<file path="config.mk">
export PLATFORM = sky130hd
export DESIGN_NAME = snowbro2_snd_sched
export DESIGN_NICKNAME = d
export VERILOG_FILES = /design/src/rtl/snowbro2_snd_sched.sv
export SDC_FILE = /design/constraint.sdc
export NUM_CORES = 1
export LEC_CHECK = 0
export BUFFER_PORTS_ARGS = -buffer_cell sky130_fd_sc_hd__buf_2
export CELL_PAD_IN_SITES_DETAIL_PLACEMENT = 1
export CELL_PAD_IN_SITES_GLOBAL_PLACEMENT = 1
export CORE_MARGIN = 5
export CORE_UTILIZATION = 54
export DETAILED_ROUTE_END_ITERATION = 12
export PLACE_DENSITY_LB_ADDON = 0.15
export SLEW_MARGIN = 40
export SYNTH_ARGS = -nofsm -noshare
export SYNTH_HDL_FRONTEND = slang
export SYNTH_SLANG_ARGS = --single-unit
export TNS_END_PERCENT = 30
</file>
<file path="constraint.sdc">
create_clock -name CLK96 -period 8.5 [get_ports CLK96]
set_input_delay 1.275 -clock CLK96 [delete_from_list [all_inputs] [get_ports CLK96]]
set_output_delay 1.275 -clock CLK96 [all_outputs]
set_load 0.05 [all_outputs]
</file>
<file path="src/rtl/snowbro2_snd_sched.sv">
// Sound-CPU write scheduler: CPU writes are queued in order and replayed to the
// YM2151 / OKI6295 with a fixed strobe shape and per-chip recovery gaps.
module snowbro2_snd_sched #(
    parameter int AW      = 3,
    parameter int WR_LEN  = 4,
    parameter int YM_GAP  = 64,
    parameter int OKI_GAP = 8
) (
    input  logic       CLK96,
    input  logic       RESET96,
    input  logic       YM2151_CEN,
    input  logic       OKI_CEN,
    input  logic       cmd_we,
    input  logic [1:0] cmd_sel,
    input  logic [7:0] cmd_din,
    input  logic       flush,
    output logic       cmd_full,
    output logic       cmd_idle,
    output logic       cmd_drop,
    output logic       YM2151_CS,
    output logic       YM2151_WE,
    output logic       YM2151_WR_CMD,
    output logic [7:0] YM2151_DIN,
    output logic       OKI_WE,
    output logic [7:0] OKI_DIN,
    output logic       OKI_BANK
);
    localparam int          DEPTH    = 1 << AW;
    localparam int          YGW      = $clog2(YM_GAP + 1);
    localparam int          OGW      = $clog2(OKI_GAP + 1);
    localparam logic [AW:0] FULL_CNT = (AW + 1)'(DEPTH);

    typedef enum logic [1:0] {IDLE, SETUP, STROBE, RELEASE} state_t;
    state_t state, state_nx;

    logic [9:0]     mem [DEPTH];
    logic [AW-1:0]  wp, rp;
    logic [AW:0]    count;
    logic [9:0]     head;
    logic           push, pop, launch_ym, launch_oki, bank_wr, gap_load;
    logic [3:0]     wcnt;
    logic           tgt_ym;
    logic [YGW-1:0] ym_gap;
    logic [OGW-1:0] oki_gap;

    assign head     = mem[rp];
    assign cmd_full = (count == FULL_CNT);
    assign cmd_idle = (count == '0) && (state == IDLE);
    assign push     = cmd_we && !cmd_full;

    always_ff @(posedge CLK96) begin
        if (push) mem[wp] <= {cmd_sel, cmd_din};
    end

    // A rejected push still reports a drop when a pop frees a slot that same cycle.
    always_ff @(posedge CLK96 or posedge RESET96) begin
        if (RESET96) begin
            wp       <= '0;
            rp       <= '0;
            count    <= '0;
            cmd_drop <= 1'b0;
        end else begin
            cmd_drop <= cmd_we && cmd_full;
            if (flush) begin
                wp    <= '0;
                rp    <= '0;
                count <= '0;
            end else begin
                if (push) wp <= wp + 1'b1;
                if (pop)  rp <= rp + 1'b1;
                case ({push, pop})
                    2'b10:   count <= count + 1'b1;
                    2'b01:   count <= count - 1'b1;
                    default: ;
                endcase
            end
        end
    end

    always_ff @(posedge CLK96 or posedge RESET96) begin
        if (RESET96) begin
            ym_gap  <= '0;
            oki_gap <= '0;
        end else begin
            if (gap_load && tgt_ym && YM2151_WR_CMD) ym_gap <= YGW'(YM_GAP);
            else if (YM2151_CEN && ym_gap != '0)     ym_gap <= ym_gap - 1'b1;
            if (gap_load && !tgt_ym)                 oki_gap <= OGW'(OKI_GAP);
            else if (OKI_CEN && oki_gap != '0)       oki_gap <= oki_gap - 1'b1;
        end
    end

    always_ff @(posedge CLK96 or posedge RESET96) begin
        if (RESET96) begin
            tgt_ym        <= 1'b0;
            YM2151_WR_CMD <= 1'b0;
            YM2151_DIN    <= '0;
            OKI_DIN       <= '0;
            OKI_BANK      <= 1'b0;
            wcnt          <= '0;
        end else begin
            if (launch_ym) begin
                tgt_ym        <= 1'b1;
                YM2151_WR_CMD <= head[8];
                YM2151_DIN    <= head[7:0];
            end
            if (launch_oki) begin
                tgt_ym  <= 1'b0;
                OKI_DIN <= head[7:0];
            end
            if (bank_wr) OKI_BANK <= head[0];
            wcnt <= (state == STROBE) ? wcnt + 1'b1 : '0;
        end
    end

    always_ff @(posedge CLK96 or posedge RESET96) begin
        if (RESET96) state <= IDLE;
        else         state <= state_nx;
    end

    always_comb begin
        state_nx = state;
        case (state)
            IDLE:    if (launch_ym || launch_oki) state_nx = SETUP;
            SETUP:   state_nx = STROBE;
            STROBE:  if (gap_load) state_nx = RELEASE;
            RELEASE: state_nx = IDLE;
            default: state_nx = IDLE;
        endcase
    end

    // The head entry blocks while its chip is recovering; nothing behind it may bypass.
    always_comb begin
        pop        = 1'b0;
        launch_ym  = 1'b0;
        launch_oki = 1'b0;
        bank_wr    = 1'b0;
        if (state == IDLE && count != '0) begin
            case (head[9:8])
                2'd3: begin
                    pop     = 1'b1;
                    bank_wr = 1'b1;
                end
                2'd2: if (oki_gap == '0) begin
                    pop        = 1'b1;
                    launch_oki = 1'b1;
                end
                default: if (ym_gap == '0) begin
                    pop       = 1'b1;
                    launch_ym = 1'b1;
                end
            endcase
        end
        gap_load  = (state == STROBE) && (wcnt == 4'(WR_LEN - 1));
        YM2151_CS = tgt_ym && (state != IDLE);
        YM2151_WE = !(tgt_ym && state == STROBE);
        OKI_WE    = !(!tgt_ym && state == STROBE);
    end
endmodule

</file>
* After elaboration in Yosys (flattened, before gate mapping)
Memories as Yosys holds them, arrays and structs flattened.
Cells that the tools add are included.
** Word-level totals
- Register bits :: 47
- Bits in latches :: 0
- RAM bits :: 80
- Memory bits (read-only) :: 0
- Input bits :: 16
- Output and inout bits :: 24
- Memories kept :: 1
** Memory list
- mem :: words 8, width 10, read ports 1, clocked after Yosys merged registers in 0, wr ports 1, line 36 : logic [9:0] mem [DEPTH];
** Cells by class
- Add/subtract/negate cells :: 7
- Multiply operators :: 0
- Divide/modulo/power cells :: 0
- Magnitude comparators :: 0
- Equal/unequal tests :: 11
- Shift-type cells :: 0
- Mux-type cells :: 28
- Bitwise gates (word level) :: 0
- Reduce and logical (&&, ||, !) cells :: 34
** Operator list (number)
- $mux W4 :: 4
- $mux W7 :: 2
- $logic_and A1 B1 Y1 :: 13
- $mux W1 :: 13
- $mux W3 :: 4
- $reduce_bool A2 Y1 :: 6
- $eq A2 B2 Y1 const B :: 5
- $add A4 B1 Y4 const B :: 2
- $logic_not A4 Y1 :: 2
- $pmux W2 S4 :: 1
- $pmux W4 S2 :: 1
- $reduce_bool A4 Y1 :: 2
- $sub A4 B1 Y4 const B :: 2
- $logic_not A7 Y1 :: 1
- $reduce_bool A7 Y1 :: 1
- $sub A7 B1 Y7 const B :: 1
- $add A3 B1 Y3 const B :: 2
- $eq A2 B1 Y1 const B :: 2
- $eq A4 B2 Y1 const B :: 1
- $eq A4 B4 Y1 const B :: 1
- $logic_not A1 Y1 :: 4
- $mux W2 :: 2
- $reduce_bool A3 Y1 :: 1
- $logic_not A2 Y1 :: 1
- other kinds (6) :: 6

* Logic depth before layout (Yosys ltp)
Gate-level depths: netlist of run 1.
An unclocked memory read counts as a cell.
- Depth in word-level cells :: 8
- Depth in mapped cells :: 13
- Mapped depth without buffers :: 13

* Worst setup path after synthesis of run 1
OpenSTA, ideal clock, no wires.
- Path type :: reg2reg
- From :: register rp[0]
- To :: register count[3]
- Arrival time :: 3.304 ns
- Setup slack :: 5.068 ns
- Cell stages (with the launch flop) :: 13
- Path buffers :: 0
- Clock period less this slack :: 3.432 ns
- Path through :: dfrtp_1 > mux4_1 > mux2_2 > nand3_1 > nand3_1 > nor2_1 > ha_1 > a21o_1 > a21oi_1 > or4b_1 > a21oi_1 > a211oi_1 > mux2_1
** On the way
- Word-level cells in the longest chain between the ends :: 7
- Elaborated cells between the ends (all ways) :: 10
- Classes of those cells :: eq/ne (4); mux (4); reduce/logical (1); memory (1)
** RTL lines
- from (decl) :: line 37 : logic [AW-1:0] wp, rp;
- from (signal assigned) :: line 70 : if (pop) rp <= rp + 1'b1;
- $mem_v2 Z8 W10 (*)
- $eq A2 B2 Y1 :: line 138 : case (head[9:8])
- $pmux W1 S2 (*) :: line 138
- $mux W1 (*) :: line 137 : if (state == IDLE && count != '0) begin
- $eq A2 B1 Y1 or $eq A2 B2 Y1 (tied branches) :: line 71 : case ({push, pop})
- $pmux W4 S2 :: line 71
- $mux W4 :: line 64 : if (flush) begin
- to (signal assigned) :: line 72 : 2'b10: count <= count + 1'b1;
- to (signal assigned) :: line 73 : 2'b01: count <= count - 1'b1;
- to (decl) :: line 38 : logic [AW:0] count;
Every way passes the cells marked *; elsewhere a longest branch is shown, timed or not.
A chain may end at the register's enable or synchronous reset.

* Worst setup path in the final report of run 1
Same ends and word-level chain as after synthesis.

==> results of run 1 <==
power breakdown:
| group | switching, uW | internal (uW) | total (uW) | leakage (uW) |
|---|---|---|---|---|
| Combinational | 290 | 163 | 454 | 0.000903 |
| Sequential | 70.6 | 744 | 815 | 0.00134 |
| Clock | 261 | 445 | 707 | 0.000278 |
worst paths after layout:
check                      slack (ns)  cells after the start     from        to
max in group asynchronous        7.23                      2  RESET96     rp[1]
min in group asynchronous        0.84                      2  RESET96   wcnt[3]
min                              0.47                      1  wcnt[0]   wcnt[0]
max reg2reg                      3.95                     13    rp[0]  count[3]
min reg2reg                      0.47                      1  wcnt[0]   wcnt[0]
max                              3.95                     13    rp[0]  count[3]
flip-flops by register name, indices dropped and copies added, names as in the netlist, 2 cells and up:
signal      count
ym_gap          7
wcnt            4
oki_gap         4
count           4
OKI_DIN         8
mem            80
YM2151_DIN      8
state           2
rp              3
wp              3
final cells by class:
cell class	count	area [um2]	share of cell area (%)
clock buffers	18	418	6.59
clock inverters	14	165	2.60
inverters	9	36.3	0.572
multi-input cells	197	1730	27.2
flip-flops and latches	127	3580	56.4
well taps	133	166	2.62
repair buffers	46	251	3.96
worst max-delay path, stage by stage (launching register included):
cell and delay, ns:
dfrtp_1 0.74, buf_4 0.37, mux4_1 0.61, mux2_2 0.35, nand3_1 0.11, nand3_1 0.20, nor2_1 0.30, ha_1 0.29
a21o_1 0.17, a21oi_1 0.26, or4b_1 0.47, a21oi_1 0.17, a211oi_1 0.07, mux2_1 0.31
cell usage after synthesis, drive strengths merged:
cell / instances
xor2: 7
o21a: 1
nand4: 2
or3: 2
inv: 9
and2: 7
nand2: 12
and3: 1
a311oi: 1
mux4: 20
xnor2: 8
or4b: 2
or3b: 3
nor2: 44
nand3: 6
nor3: 6
nand3b: 1
a21o: 1
edfxtp: 80
clkbuf: 5
o22a: 1
nand2b: 8
nor4: 5
a21oi: 6
fa: 1
a32oi: 1
ha: 11
mux2i: 4
o22ai: 1
o21ai: 1
a211oi: 2
dfrtp: 47
mux2: 25
buf: 5
nor2b: 7
logic make-up after synthesis:
logic type | Yosys count
DFF | 127
and+or+nand+nor | 106
xor gates and xnor gates | 15
AOI/OAI and AO/OA | 15
adders and majority gates | 12
muxes | 49
buffers and inverters | 19
through the flow:
| step | hold WS [ns] | util, % | instances | power (uW) |
|---|---|---|---|---|
| floorplan | 0.432 | - | 343 | 1150 |
| global placement | 0.455 | 59.0 | 511 | 1250 |
| detailed placement | 0.455 | 59.2 | 512 | 1280 |
| CTS | 0.471 | 65.2 | 544 | 2000 |
| global route | 0.497 | 65.2 | 544 | 2080 |
| finish | 0.469 | 65.2 | 544 | 1980 |
routing by layer:
layer | vias to the layer above | part of all wire (%) | global-route usage (%)
li1 | 1388 | - | -
met1 | 1551 | 42 | 25.7
met2 | 59 | 53 | 36.1
met3 | 14 | 3.2 | 5.34
met4 | 0 | 1.4 | 8.37
met5 | - | 0 | 0
==> impl_metrics.json, run 1 <==
{
  "dp_hpwl_um": 7460,
  "path_clk_slew_ns": 0.06,
  "cts_setup_buffers": 0,
  "status": "completed",
  "final_area_um2": 6350,
  "grt-ovfl-total": 0,
  "io-pin-count": 40,
  "vias": 3012,
  "die_x_um": 110,
  "core_um2": 9730,
  "num_rows": 36,
  "synth_top_family_by_area": "multiplexers",
  "cts_buffers": 17,
  "powerDensity_nw_per_um2": 311,
  "timing.slew.headroom_pct": 53.7,
  "vias_per_cell": 5.54,
  "cap_violations": 0,
  "grt_first_pass_wirelength_um": 18100,
  "tritoncts": "done",
  "track_usage_pct": 21.1,
  "drive_gt1_share_pct": 27.7,
  "finalSetupTns_ns": 0,
  "synth_nets": 371,
  "synth-simple-area-share_pct": 9.76,
  "synth_area_um2": 5370,
  "fin_crit_ns": 4.55,
  "fillCellCount": 893,
  "portBuffers": 39,
  "cp-end-kind": "flip-flop",
  "dieHeight_um": 110,
  "synth-seq-cells": 127,
  "layout_common_cells": "80 x edfxtp_1, 46 x dfrtp_1, 41 x nor2_1, 39 x buf_2, 19 x mux4_2",
  "cts_sinks": 127,
  "yosysWarnings": 0,
  "syn_avg_cell_area_um2": 15.7,
  "cts.path.max_buffers": 2,
  "path_class": "flip-flop to flip-flop",
  "postPlaceCellArea_um2": 5760,
  "clock.fmax_ghz": 0.220,
  "synth.distinct_cells": 42,
  "hold_path.class": "flip-flop to flip-flop",
  "p_leak_uw": 0.00252,
  "yosysSeqAreaShare_pct": 66.6,
  "ir_worst_vdd_uv": 197,
  "syn2layout_area_growth_pct": 18.1,
  "start_util_pct": 55.2,
  "worst_pin_slew_ns": 0.693,
  "synth.area.top_cells": "edfxtp_1 45%, dfrtp_1 22%, mux4_2 8.0%",
  "grt_max_degree": 48,
  "dieArea_um2": 12000,
  "place.gp.congestion": 0.713,
  "fin_skew_ns": 0.00757,
  "path_max_fanout": 12,
  "worstSkewPairLatency_ns": 0.52,
  "grt_pass1_vias": 3308,
  "root_buffer": "clkbuf_8",
  "nNetsFinal": 426,
  "post-place-ws_ns": 3.98,
  "syn_inst": 343,
  "synth_xor_area_share_pct": 2.45,
  "fin_ws_ns": 3.95,
  "slew_violations": 0,
  "required_ns": 8.90,
  "cp-start-kind": "flip-flop",
  "drtPass1Iterations": 4,
  "synthMuxAreaShare_pct": 14.7,
  "grt_setup_unrepaired": "no",
  "cts_hold_buf": 0,
  "final_antenna_net_count": 0,
  "drc": 0,
  "htree_levels": 4,
  "setup_viol": 0,
  "yosysTopAreaCell": "edfxtp_1",
  "antenna_cells": 0,
  "drtIter0Drc": 137,
  "totalWireLength_um": 11200,
  "yosysTopAreaCellShare_pct": 44.7,
  "synth-compound-area-share_pct": 1.96,
  "cts-resized-gates": 0,
  "cp.arrival_ns": 4.95,
  "synthAdderAreaFrac_pct": 2.94,
  "layout_commonest_cell": "edfxtp_1",
  "wire_per_inst_um": 20.5,
  "antenna_found_initial": 0,
  "fin_crit_sh_pct": 53.5,
  "finalHoldViolations": 0
}
No activity file was read; power rests on OpenSTA's default activity.
==> inputs of run 2 (changes only) <==
Settings changed: CORE_UTILIZATION 54 to 50.
Clock period 8.5 ns to 4.5 ns, I/O delays scaled along.
==> run 2 against run 1 <==
Net effect: clock power rose by 74%; die area increased by 7.3%; maximum frequency is 17% higher; via count grew 0.56%; total power up 84%; flip-flop and latch count stayed put; hold slack lost 0.24 ns; clock-buffer cell count stayed put; routed wire length about the same; critical path type unchanged; largest cell class unchanged.
==> impl_metrics.json, run 2 (same netlist as run 1, synthesis figures left out) <==
{
  "largestRegisters": "mem x80, OKI_DIN x8, YM2151_DIN x8",
  "die_x_um": 114,
  "path_delay_family": "multiplexers",
  "cp-end-kind": "flip-flop",
  "vias_per_cell": 5.50,
  "cts_buffers": 17,
  "vias": 3029,
  "cap_violations": 0,
  "start_util_pct": 51.6,
  "layout_commonest_cell": "edfxtp_1",
  "io-pin-count": 40,
  "timing.slew.headroom_pct": 53.5,
  "slew_violations": 0,
  "rr_endpoint": "count[3]",
  "path_class": "flip-flop to flip-flop",
  "num_rows": 37,
  "cp-start-kind": "flip-flop",
  "cts_setup_buffers": 0,
  "drc": 0,
  "grt_max_degree": 48,
  "finalHoldViolations": 0,
  "fin_crit_ns": 3.90,
  "htree_levels": 4,
  "dieHeight_um": 114,
  "dp_hpwl_um": 7380,
  "portBuffers": 39,
  "final_antenna_net_count": 0,
  "place.gp.congestion": 0.700,
  "setup_viol": 0,
  "track_usage_pct": 19.0,
  "clock.fmax_ghz": 0.256,
  "fin_ws_ns": 0.598,
  "worst_pin_slew_ns": 0.696,
  "fin_util_pct": 60.8,
  "grt_setup_unrepaired": "no",
  "antenna_cells": 0,
  "p_total_uw": 3620,
  "cts_hold_buf": 0,
  "fin_crit_sh_pct": 86.7,
  "wire_per_inst_um": 20.3,
  "grt-ovfl-total": 0,
  "dieArea_um2": 12900,
  "ir_worst_vdd_uv": 438,
  "layout_common_cells": "80 x edfxtp_1, 47 x dfrtp_1, 42 x nor2_1, 39 x buf_2, 19 x mux4_2",
  "worstSkewPairLatency_ns": 0.54,
  "totalWireLength_um": 11200,
  "status": "completed",
  "cts-resized-gates": 0,
  "powerDensity_nw_per_um2": 573,
  "critPathMaxStageDelay_ns": 0.57,
  "cp.arrival_ns": 4.32,
  "grt_first_pass_wirelength_um": 18000,
  "grt_pass1_vias": 3303,
  "hold_path.class": "primary input to async pin",
  "drtIter0Drc": 221,
  "r2r_start": "rp[0]",
  "cp.buffers_inverters": 1,
  "drtPass1Iterations": 4,
  "cts_sinks": 127,
  "core_um2": 10400,
  "r2r_cells": 13,
  "root_buffer": "clkbuf_8",
  "largest_register": "mem",
  "path_cells": "buf_4, mux4_2, mux2i_4, nand3_1, nand3_1, nor2_1, ha_1, a21o_1, a21oi_1, or4b_1, a21oi_1, a211oi_1, mux2_1",
  "cts.path.max_buffers": 2,
  "fin_skew_ns": 0.00708,
  "drive_gt1_share_pct": 28.0,
  "path_max_fanout": 12,
  "r2r_setup_slack_ns": 0.60,
  "finalSetupTns_ns": 0,
  "tritoncts": "done",
  "required_ns": 4.92,
  "syn2layout_area_growth_pct": 17.8,
  "critPathSlowestCell": "mux4_2",
  "antenna_found_initial": 0,
  "path_clk_slew_ns": 0.06,
  "nNetsFinal": 430,
  "largest_register_ffs": 80,
  "p_leak_uw": 0.00252,
  "post-place-ws_ns": 0.575
}
[run 2: worst max-delay path by stage]
stage	startpoint	to	cells past startpoint
2_1_floorplan	rp[0]	count[3]	12
3_3_place_gp	rp[0]	count[3]	13
3_5_place_dp	rp[0]	count[3]	13
4_1_cts	rp[0]	count[3]	13
5_1_grt	ym_gap[2]	count[3]	12
6_report	rp[0]	count[3]	13
[run 2: metrics by stage]
step                hold WS [ns]  instance area [um2]  std cells
finish                     0.225                 6330        551
floorplan                  0.432                 5370        343
detailed placement         0.466                 5790        519
global route               0.268                 6330        551
CTS                        0.228                 6330        551
global placement           0.453                 5770        518
[run 2: power breakdown]
| group | leakage [uW] | total, uW | internal, uW | switching, uW |
|---|---|---|---|---|
| logic | 0.000925 | 872 | 313 | 559 |
| registers | 0.00134 | 1530 | 1410 | 120 |
| clock network | 0.000246 | 1230 | 728 | 500 |
| total | 0.00252 | 3620 | 2450 | 1180 |
[run 2: layout make-up]
type | count | area [um2]
Fill cell | 987 | 4090
Sequential cell | 127 | 3580
Multi-Input combinational cell | 197 | 1730
Clock buffer | 18 | 418
Timing Repair Buffer | 50 | 282
Tap cell | 136 | 170
Clock inverter | 14 | 119
Inverter | 9 | 36.3
[run 2: per-layer routing]
metal	track usage (%)	up-vias	part of all wire [%]
met3	6.15	20	4.7
met4	7.93	0	1.8
met5	0	-	0
li1	-	1392	-
met2	31.3	59	51
met1	23.1	1558	42
